$ cat config.mk
export PLATFORM = sky130hd
export DESIGN_NAME = seg7_scan_driver
export DESIGN_NICKNAME = d
export VERILOG_FILES = /design/src/rtl/seg7_scan_driver.sv
export SDC_FILE = /design/constraint.sdc
export NUM_CORES = 1
export LEC_CHECK = 0
export CAP_MARGIN = 20
export CORE_UTILIZATION = 49
export DETAILED_ROUTE_END_ITERATION = 6
export GPL_TIMING_DRIVEN = 0
export PLACE_DENSITY = 0.74
export SYNTH_ARGS = -nofsm -noshare
export SYNTH_HDL_FRONTEND = slang
export SYNTH_SLANG_ARGS = --single-unit
$ cat constraint.sdc
create_clock -name clk -period 4.8 [get_ports clk]
set_clock_uncertainty 0.1 [all_clocks]
set_input_delay 0.96 -clock clk [delete_from_list [all_inputs] [get_ports clk]]
set_output_delay 0.96 -clock clk [all_outputs]
set_load 0.02 [all_outputs]
$ cat src/rtl/seg7_scan_driver.sv
// Time-multiplexed driver for a common-anode 8-digit 7-segment display with per-frame snapshot and anti-ghost blanking.
// Optional leading-zero suppression per 4-digit group when SEG7_ZERO_SUPPRESS_EN is defined.
module seg7_scan_driver #(
    parameter int CLK_HZ    = 100_000_000,
    parameter int SCAN_HZ   = 8_000,
    parameter int BLANK_CYC = 16
) (
    input  logic        clk,
    input  logic        rst,
    input  logic [31:0] display,
    input  logic [7:0]  displayEnable,
    output logic [7:0]  an,
    output logic [6:0]  seg,
    output logic        dp,
    output logic        frame_tick
);

    localparam int DIV = CLK_HZ / SCAN_HZ;
    localparam int CW  = $clog2(DIV);
    localparam logic [CW-1:0] CNT_LAST  = CW'(DIV - 1);
    localparam logic [CW-1:0] CNT_PRE   = CW'(DIV - 2);
    localparam logic [CW-1:0] CNT_BLANK = CW'(BLANK_CYC);

    logic [CW-1:0] cnt;
    logic [2:0]    idx;
    logic [31:0]   shadow_disp;
    logic [7:0]    shadow_en;
    logic          tick;
    logic [3:0]    nib;
    logic          suppress;

    function automatic logic [6:0] hex7(input logic [3:0] v);
        case (v)
            4'h0:    hex7 = 7'h40;
            4'h1:    hex7 = 7'h79;
            4'h2:    hex7 = 7'h24;
            4'h3:    hex7 = 7'h30;
            4'h4:    hex7 = 7'h19;
            4'h5:    hex7 = 7'h12;
            4'h6:    hex7 = 7'h02;
            4'h7:    hex7 = 7'h78;
            4'h8:    hex7 = 7'h00;
            4'h9:    hex7 = 7'h10;
            4'hA:    hex7 = 7'h08;
            4'hB:    hex7 = 7'h03;
            4'hC:    hex7 = 7'h46;
            4'hD:    hex7 = 7'h21;
            4'hE:    hex7 = 7'h06;
            default: hex7 = 7'h0E;
        endcase
    endfunction

    assign tick = (cnt == CNT_LAST);
    assign nib  = shadow_disp[{idx, 2'b00} +: 4];
    assign dp   = 1'b1;

`ifdef SEG7_ZERO_SUPPRESS_EN
    logic above_zero;

    // A digit is a leading zero when no enabled digit above it in its group is nonzero.
    always_comb begin
        above_zero = 1'b1;
        for (int j = 0; j < 8; j++) begin
            if ((3'(j) > idx) && (3'(j) <= {idx[2], 2'b11}) &&
                shadow_en[j] && (shadow_disp[4*j +: 4] != 4'h0)) begin
                above_zero = 1'b0;
            end
        end
        suppress = above_zero && (nib == 4'h0) && (idx[1:0] != 2'b00);
    end
`else
    assign suppress = 1'b0;
`endif

    always_ff @(posedge clk or negedge rst) begin
        if (!rst) begin
            cnt         <= '0;
            idx         <= 3'd0;
            shadow_disp <= 32'h0;
            shadow_en   <= 8'h0;
            an          <= 8'hFF;
            seg         <= 7'h7F;
            frame_tick  <= 1'b0;
        end else begin
            cnt <= tick ? '0 : cnt + 1'b1;
            if (tick) begin
                idx <= idx + 1'b1;
                if (idx == 3'd7) begin
                    shadow_disp <= display;
                    shadow_en   <= displayEnable;
                end
            end
            // Registered one cycle early so the pulse coincides with the snapshot clock.
            frame_tick <= (cnt == CNT_PRE) && (idx == 3'd7);
            if (cnt < CNT_BLANK) begin
                an  <= 8'hFF;
                seg <= 7'h7F;
            end else begin
                an  <= (shadow_en[idx] && !suppress) ? ~(8'b1 << idx) : 8'hFF;
                seg <= hex7(nib);
            end
        end
    end

endmodule
==> flow_summary.toml <==
[grt]
grt_pass1_wl_mm = 11.0
grt_pass1_vias = 2341
grt_max_degree = 74
antenna_found_initial = 0
grt_overflow = 0
groute.usage.overall_pct = 19.6

[worst_setup_path]
max_stage_delay_ns = 0.60
worst-path-max-fanout = 10
path_buf_inv = 2
critPathArrivalTime_ns = 3.02
worst-setup-path-type = "flip-flop to flip-flop"
required_ns = 4.97
crit_chain = "buf_6 > mux4_1 > mux2i_1 > inv_1 > ha_1 > nor3_1 > o31ai_2"
end_kind = "flip-flop"
crit_family = "multiplexers"
worstSetupStartpointType = "flip-flop"
critPathSlowestCell = "mux4_1"

[detailed_routing]
drc = 0
dr.pass1.iters = 4
wire_per_inst_um = 14.9
detail-route-antenna-nets = 0
drt-vias-per-instance = 5.21
wl_mm = 6.45
drt_iter0_markers = 121
num_vias = 2251

[timing]
hold_viol = 0
relSlewSlack_pct = 40.8
period_share_pct = 59.5
finalSetupViolCount = 0
maxSlewViolCount = 0
period_minus_slack_ns = 2.85
finalSetupTns_ns = 0
tightest_slew_ns = 0.888
worst_slack_ns = 1.95
rsz0062_at_grt = "false"
fmax_mhz = 350

[clock_network]
cts_max_path_buffers = 2
clock-sinks = 73
cts.clk_slew.worst_paths_ns = 0.08
post_cts_buffers = 0
ctsResizeCount = 0
clock_latency_ns = 0.35
cts_tree = "yes"
cts_inserted_buffers = 9
ctsHtreeMaxLevel = 3
root_buffer = "clkbuf_8"
holdBufCountCts = 0

[synthesis]
synth_cell_types = 46
ys_async_sr_fraction_pct = 100
syn_inst = 263
yosysWarnings = 0
avgSynthCellArea_um2 = 13.4
syn_area_um2 = 3510
ys_seq_area_share_pct = 52.5
synthesis.nets = 319
synth.largest_area_cell = "dfrtp_1"
synth_edf_count = 0
yosys_register_bits = 73
synth_ff_type = "dfrtp_1"
synth_top_cell_area_share_pct = 41.3
ys_top_cells_by_area = "dfrtp_1 (41%), mux2_2 (12%), dfstp_2 (11%)"

[placed_design]
pre_cts_slack_ns = 1.96
placed_area_um2 = 4200
gp_congestion = 0.772
numPortBuffers = 57
dpl.hpwl_mm = 4.64

[layout]
layout_common_cells = "dfrtp_1 (58), clkdlybuf4s50_1 (56), mux2_2 (39)"
final_common_cell = "dfrtp_1"
antenna_cells = 0
area_growth_pct = 24.3
final_util_pct = 63.6
fill_cells = 544
nets = 387
drive_above_1_share_pct = 25.9
postLayoutCellArea_um2 = 4370

[power]
ir_drop_uv = 146
p_per_area_nw_per_um2 = 271
p_leak_nw = 1.87
power_mw = 1.18

[floorplanning]
start_util_pct = 51.2
die_h_um = 86.7
rows = 30
ios = 59
core_um2 = 6870
die_w_um = 86.7
fp.dieArea_um2 = 7520

[job]
drv_cap = 0

[outcome]
status = "finished, final reports clean"

[min_path]
hp-class = "flip-flop to flip-flop"
state kept, by name (all words and copies together), names as in the netlist:
signal       count
cnt             14
frame_tick       1
idx              3
an               8
shadow_en        8
seg              7
shadow_disp     32
layer usage:
metal | part of all wire, % | up-vias | GRT usage (%) | wire (um)
li1 | - | 1078 | - | -
met1 | 46 | 1096 | 25.2 | 2940
met2 | 48 | 63 | 31.0 | 3100
met3 | 4.3 | 14 | 5.43 | 275
met4 | 2.0 | 0 | 8.94 | 129
met5 | 0 | - | 0 | 0
metrics by stage:
stage          cells  hold slack [ns]
5_1_grt          432            0.420
4_1_cts          432            0.394
2_1_floorplan    263            0.356
6_report         432            0.391
3_3_place_gp     416            0.366
3_5_place_dp     416            0.377
layout make-up:
| type | count | area (um2) | area share (%) |
|---|---|---|---|
| repair buffers | 57 | 568 | 13.0 |
| plain buffers | 11 | 75.1 | 1.72 |
| flip-flops and latches | 73 | 1850 | 42.3 |
| clock inverters | 4 | 20.0 | 0.458 |
| well taps | 96 | 120 | 2.75 |
| multi-input cells | 171 | 1560 | 35.8 |
| clock buffers | 12 | 145 | 3.32 |
| inverters | 8 | 30.0 | 0.687 |
synth_stat cells, drive strengths merged (2+ instances only):
cell type and number:
xnor2 3, nor3 6, o21ai 4, a21oi 4, o21a 2, nand3 12
nand4 2, o221ai 3, nor2 13, mux2i 8, xor2 8, mux2 43
nor4 2, inv 7, and2 3, dfstp 15, ha 14, mux4 8
nand2 16, dfrtp 58, and3 5, buf 10
worst reg2reg max path: cells and delay by family, from the launching register on:
family | cells | cell delay (ns)
simple gates | 1 | 0.28
fa+ha+maj | 1 | 0.29
mux | 2 | 1.09
buf+inv | 2 | 0.41
compound gates | 1 | 0.10
flops | 1 | 0.52
cell families after synthesis:
kind of cell	synth area share [%]
AO/OA/AOI/OAI	4.27
AND/OR/NAND/NOR	9.65
flip-flops	52.5
multiplexers	22.7
other	0.107
adder cells (fa/ha/maj)	4.98
XOR/XNOR	2.74
buffers and inverters	2.99
path summary, 6_finish.rpt:
path / end / start / cells past startpoint / slack [ns]
max reg2reg: seg[0] / idx[0] / 7 / 1.95
max in group asynchronous: shadow_disp[2] / rst / 1 / 3.39
min: shadow_en[6] / shadow_en[6] / 1 / 0.39
max: seg[0] / idx[0] / 7 / 1.95
min reg2reg: shadow_en[6] / shadow_en[6] / 1 / 0.39
min in group asynchronous: cnt[10] / rst / 1 / 0.64
where the power goes:
part	leakage (nW)	internal, mW	switching [mW]	total, mW
Sequential	0.861	0.642	0.00905	0.651
Clock	0.0899	0.198	0.218	0.417
Combinational	0.922	0.0682	0.0481	0.116
Power figures use the tool's default switching activity.
